`config.mk`:
```
export PLATFORM = sky130hd
export DESIGN_NAME = branch_predictor
export DESIGN_NICKNAME = d
export VERILOG_FILES = /design/src/rtl/branch_predictor.sv
export SDC_FILE = /design/constraint.sdc
export NUM_CORES = 2
export LEC_CHECK = 0
export CAP_MARGIN = 20
export CORE_MARGIN = 5
export CORE_UTILIZATION = 55
export CTS_CLUSTER_SIZE = 8
export DETAILED_ROUTE_END_ITERATION = 10
export GPL_ROUTABILITY_DRIVEN = 0
export GPL_TIMING_DRIVEN = 0
export PLACE_DENSITY = 0.72
export SLEW_MARGIN = 30
export SYNTH_ARGS = -nofsm -noshare
export SYNTH_HDL_FRONTEND = slang
export SYNTH_SLANG_ARGS = --single-unit
```
`constraint.sdc`:
```
create_clock -name clk -period 6.4 [get_ports clk]
set_clock_uncertainty 0.2 [all_clocks]
set_input_delay 0.64 -clock clk [delete_from_list [all_inputs] [get_ports clk]]
set_output_delay 0.64 -clock clk [all_outputs]
set_load 0.05 [all_outputs]
```
`src/rtl/branch_predictor.sv`:
```
// Direct-mapped BTB with 2-bit saturating counters: combinational fetch lookup,
// decode-time allocate/refresh, execute-time training. Optional macro BP_FWD_EN.
module branch_predictor #(
   parameter int ENTRIES = 16,
   parameter int ADDR_W  = 32
) (
   input  logic              clk,
   input  logic              rst,
   input  logic [ADDR_W-1:0] f_pc,
   input  logic [ADDR_W-1:0] d_pc,
   input  logic              d_is_branch,
   input  logic [ADDR_W-1:0] d_target_addr,
   input  logic              x_predict_res,
   output logic [ADDR_W-1:0] f_predict_addr,
   output logic              f_predict_valid
);

   localparam int IW = $clog2(ENTRIES);
   localparam int TW = ADDR_W - IW - 2;

   logic [ENTRIES-1:0] valid_q, valid_d;
   logic [TW-1:0]      tag_q    [ENTRIES];
   logic [TW-1:0]      tag_d    [ENTRIES];
   logic [ADDR_W-1:0]  target_q [ENTRIES];
   logic [ADDR_W-1:0]  target_d [ENTRIES];
   logic [1:0]         ctr_q    [ENTRIES];
   logic [1:0]         ctr_d    [ENTRIES];

   // Execute stage keeps only the word address; byte offset never matters.
   logic [ADDR_W-1:2]  x_pc_q, x_pc_d;
   logic               x_br_q, x_br_d;

   logic [IW-1:0]      f_idx, d_idx, x_idx;
   logic [TW-1:0]      f_tag, d_tag, x_tag;
   logic               d_hit, x_hit;

   logic               lk_valid;
   logic [ADDR_W-1:0]  lk_target;
   logic [1:0]         lk_ctr;

   logic               unused_pc_lsbs;

   assign unused_pc_lsbs = ^{f_pc[1:0], d_pc[1:0]};

   assign f_idx = f_pc[IW+1:2];
   assign f_tag = f_pc[ADDR_W-1:IW+2];
   assign d_idx = d_pc[IW+1:2];
   assign d_tag = d_pc[ADDR_W-1:IW+2];
   assign x_idx = x_pc_q[IW+1:2];
   assign x_tag = x_pc_q[ADDR_W-1:IW+2];

   assign d_hit = valid_q[d_idx] && (tag_q[d_idx] == d_tag);
   assign x_hit = valid_q[x_idx] && (tag_q[x_idx] == x_tag);

   // Training first, then decode; a decode allocation overwrites the counter,
   // while a decode hit leaves the freshly trained counter alone.
   always_comb begin
      valid_d  = valid_q;
      tag_d    = tag_q;
      target_d = target_q;
      ctr_d    = ctr_q;

      if (x_br_q && x_hit) begin
         if (x_predict_res) begin
            if (ctr_q[x_idx] != 2'b11) ctr_d[x_idx] = ctr_q[x_idx] + 2'd1;
         end else begin
            if (ctr_q[x_idx] != 2'b00) ctr_d[x_idx] = ctr_q[x_idx] - 2'd1;
         end
      end

      if (d_is_branch) begin
         target_d[d_idx] = d_target_addr;
         if (!d_hit) begin
            valid_d[d_idx] = 1'b1;
            tag_d[d_idx]   = d_tag;
            ctr_d[d_idx]   = 2'b01;
         end
      end

      x_pc_d = d_pc[ADDR_W-1:2];
      x_br_d = d_is_branch;
   end

   always_comb begin
      lk_valid  = valid_q[f_idx] && (tag_q[f_idx] == f_tag);
      lk_target = target_q[f_idx];
      lk_ctr    = ctr_q[f_idx];
`ifdef BP_FWD_EN
      // Bypass the entry decode is about to write; training is not bypassed.
      if (d_is_branch && (d_idx == f_idx) && (d_tag == f_tag)) begin
         lk_valid  = 1'b1;
         lk_target = d_target_addr;
         lk_ctr    = d_hit ? ctr_q[d_idx] : 2'b01;
      end
`endif
      f_predict_valid = !rst && lk_valid && lk_ctr[1];
      f_predict_addr  = f_predict_valid ? lk_target : f_pc + ADDR_W'(4);
   end

   always_ff @(posedge clk) begin
      if (rst) begin
         valid_q <= '0;
         x_br_q  <= 1'b0;
      end else begin
         valid_q  <= valid_d;
         tag_q    <= tag_d;
         target_q <= target_d;
         ctr_q    <= ctr_d;
         x_pc_q   <= x_pc_d;
         x_br_q   <= x_br_d;
      end
   end

endmodule

```
==> metrics.txt <==
status finished with violations; failing checks DRC, setup timing; Crit. End Element flip-flop; Worst EP required 6.69 ns; Remaining DRCs 23; clk buf depth 3; H-Tree Depth 4; grt ovf 0; Avg Inst Size Synth approximately 18 µm²; flop and latch count out of synthesis 1,007; commonest non-fill, non-tap cell in the layout edfxtp_1; TritonCTS clock tree built; RSZ-0062 raised after global routing yes; core box area 89,700 µm²; Mapped Nets 2,880; area grow syn2layout 17.8%; layout cells sized above 1 0.325; cell count after synthesis 2,777; Crit. Startpoint d_pc[4]; hold buffer count at CTS 0; initial core utilization 0.552; final setup fails ~190; fraction of registers with async set/reset 0; Max Freq approximately 150 MHz; final antenna-violating net count 0; Die Y just over 300 µm; postcts setup bufs 0; I/O pin count ~130; Mapped Area about 50,000 µm²; Hold/Removal Path Class in2reg; EDFF count, synth 990; final hold vios 0; Yosys Warn Count 0; final WL between 150,000 and 200,000 µm; max-cap check violation count 0; fin crit period approximately 6.6 ns; Detailed Place HPWL about 130,000 µm; period utilization 1.04; first-pass GRT wire length ~260,000 µm; GRT Overall Usage 0.384; library cells used by synthesis 82; die area between 90,000 and 100,000 µm²; TritonCTS Buffers approximately 140; Leak Pwr 18.9 nW; Rows 110; Worst-Skew Late Latency ~0.78 ns; post-synthesis sequential area ratio 0.607; commonest non-fill, non-tap cells in the layout edfxtp_1, mux4_2, clkbuf_16, mux2i_1; I/O Buffers around 130; final net count about 3.3k; crit path DAT ~6.9 ns; wire length per cell roughly 42 µm; initial antenna violation count 28; Final Slew Violations 0; vias ~35k; total power roughly 17 mW; Pwr Density 283 nW/µm²; Worst Setup Start Kind input pin; Tightest Pin Transition 1.21 ns; Root Buffer clkbuf_16; pin count of the biggest net entering global routing 46; DR pass1 iterations 11; min-delay src rst; Die X 310 µm; Slew headroom 0.189; worst hold slack about 0.24 ns; critical path fanouts, max 11; vias in the first global route approximately 34k; vias per cell 7.98; VDD IR-drop max between 0.2 and 0.3 mV; Final WS setup -0.248 ns; Reg2Reg Launch Point x_pc_q[2]; clock-pin slew on the worst setup and hold paths 0.05 ns; initial drt markers 7,495; sinks on the clock net 1,007; Final TNS setup -15.32 ns; top_reg_cell synth edfxtp_1; Setup Crit Path Kind in2reg
[through the flow]
stage | instances | utilization | setup slack, ns | cell area (µm²)
floorplan | 2777 | - | 0.978 | 49600
global placement | 4079 | 0.583 | -4.77 | 52300
detailed placement | 4195 | 0.603 | -0.930 | 54100
CTS | 4380 | 0.649 | 0.0497 | 58300
global route | 4383 | 0.650 | -0.0151 | 58300
finish | 4398 | 0.650 | -0.248 | 58400
[power breakdown]
part | internal, mW | total [mW] | switching (mW)
clock network | 4.10 | 7.06 | 2.96
registers | 7.37 | 7.44 | 0.0714
logic | 0.714 | 2.01 | 1.30
[Yosys cell counts, types with 16 or more instances]
| master | n | area [µm²] |
|---|---|---|
| a221oi_1 | 22 | 193 |
| o32ai_1 | 17 | 149 |
| o21ai_0 | 36 | 180 |
| buf_1 | 21 | 78.8 |
| nor2_1 | 117 | 439 |
| buf_2 | 61 | 305 |
| a41oi_1 | 17 | 149 |
| nand4_1 | 46 | 288 |
| a22o_1 | 20 | 175 |
| buf_4 | 23 | 173 |
| nor3_1 | 40 | 200 |
| xor2_1 | 28 | 245 |
| nand3_1 | 40 | 200 |
| nand2_1 | 66 | 248 |
| xnor2_1 | 63 | 552 |
| dfxtp_1 | 17 | 340 |
| mux4_2 | 484 | 10900 |
| mux2i_1 | 110 | 1100 |
| nor4_1 | 24 | 150 |
| a22oi_1 | 19 | 143 |
| inv_1 | 53 | 199 |
| mux2_2 | 40 | 450 |
| a21oi_1 | 41 | 205 |
| o22ai_1 | 30 | 188 |
| buf_6 | 16 | 180 |
| clkbuf_1 | 87 | 327 |
| and4_1 | 25 | 219 |
| a31oi_1 | 19 | 119 |
| edfxtp_1 | 990 | 29700 |
[layout make-up]
class	instances	area [µm²]
Antenna cell	19	47.5
Buffer	208	1170
Clock buffer	169	3710
Clock inverter	16	393
Fill cell	5975	31400
Inverter	56	215
Multi-Input combinational cell	1505	18500
Sequential cell	1007	30100
Tap cell	1176	1470
Timing Repair Buffer	242	2820
[timing repair]
item                                    4_1_cts  5_1_grt
cloned                                        0        0
endpoints found under the setup margin       37       33
gates resized for setup                      70       26
[registers in the layout (all words and copies together) (netlist names)]
register and cells:
ctr_q 32, tag_q 416, target_q 512, valid_q 16
x_br_q 1, x_pc_q 30
[logic make-up (layout without fill, tap and decap cells)]
kind of cell	Yosys count	count (layout)	synth area share
DFF	1007	1007	0.607
muxes	634	634	0.251
buffers and inverters	265	691	0.0260
and+or+nand+nor	443	443	0.0478
AOI/OAI and AO/OA	334	334	0.0512
adders and majority gates	3	3	0.000758
other	0	19	0
xor gates and xnor gates	91	91	0.0161
[worst max-delay path: stages]
cell	delay, ns
clkdlybuf4s50_1	0.89
buf_2	0.52
buf_2	0.47
mux4_2	0.36
mux2i_1	0.44
o22ai_1	0.20
a2111oi_0	0.82
a31oi_1	0.20
a211oi_2	0.85
and3_1	0.27
buf_2	0.16
buf_2	0.30
nor3_2	0.20
buf_6	0.24
buf_4	0.18
buf_6	0.15
[per-layer routing]
metal | global-route usage | wire [µm]
met5 | 0.00346 | 125
met4 | 0.209 | 13900
met3 | 0.211 | 35500
met2 | 0.531 | 76900
met1 | 0.488 | 59600
[path summary, 6_finish.rpt]
path,endpoint,slack [ns],cells after the start
worst max-delay path,tag_q[149],-0.25,16
worst min-delay path,valid_q[4],0.24,2
worst max register to register,ctr_q[22],0.16,19
worst min register to register,valid_q[4],0.31,2
Note: power is estimated with default switching activity, not from simulation.
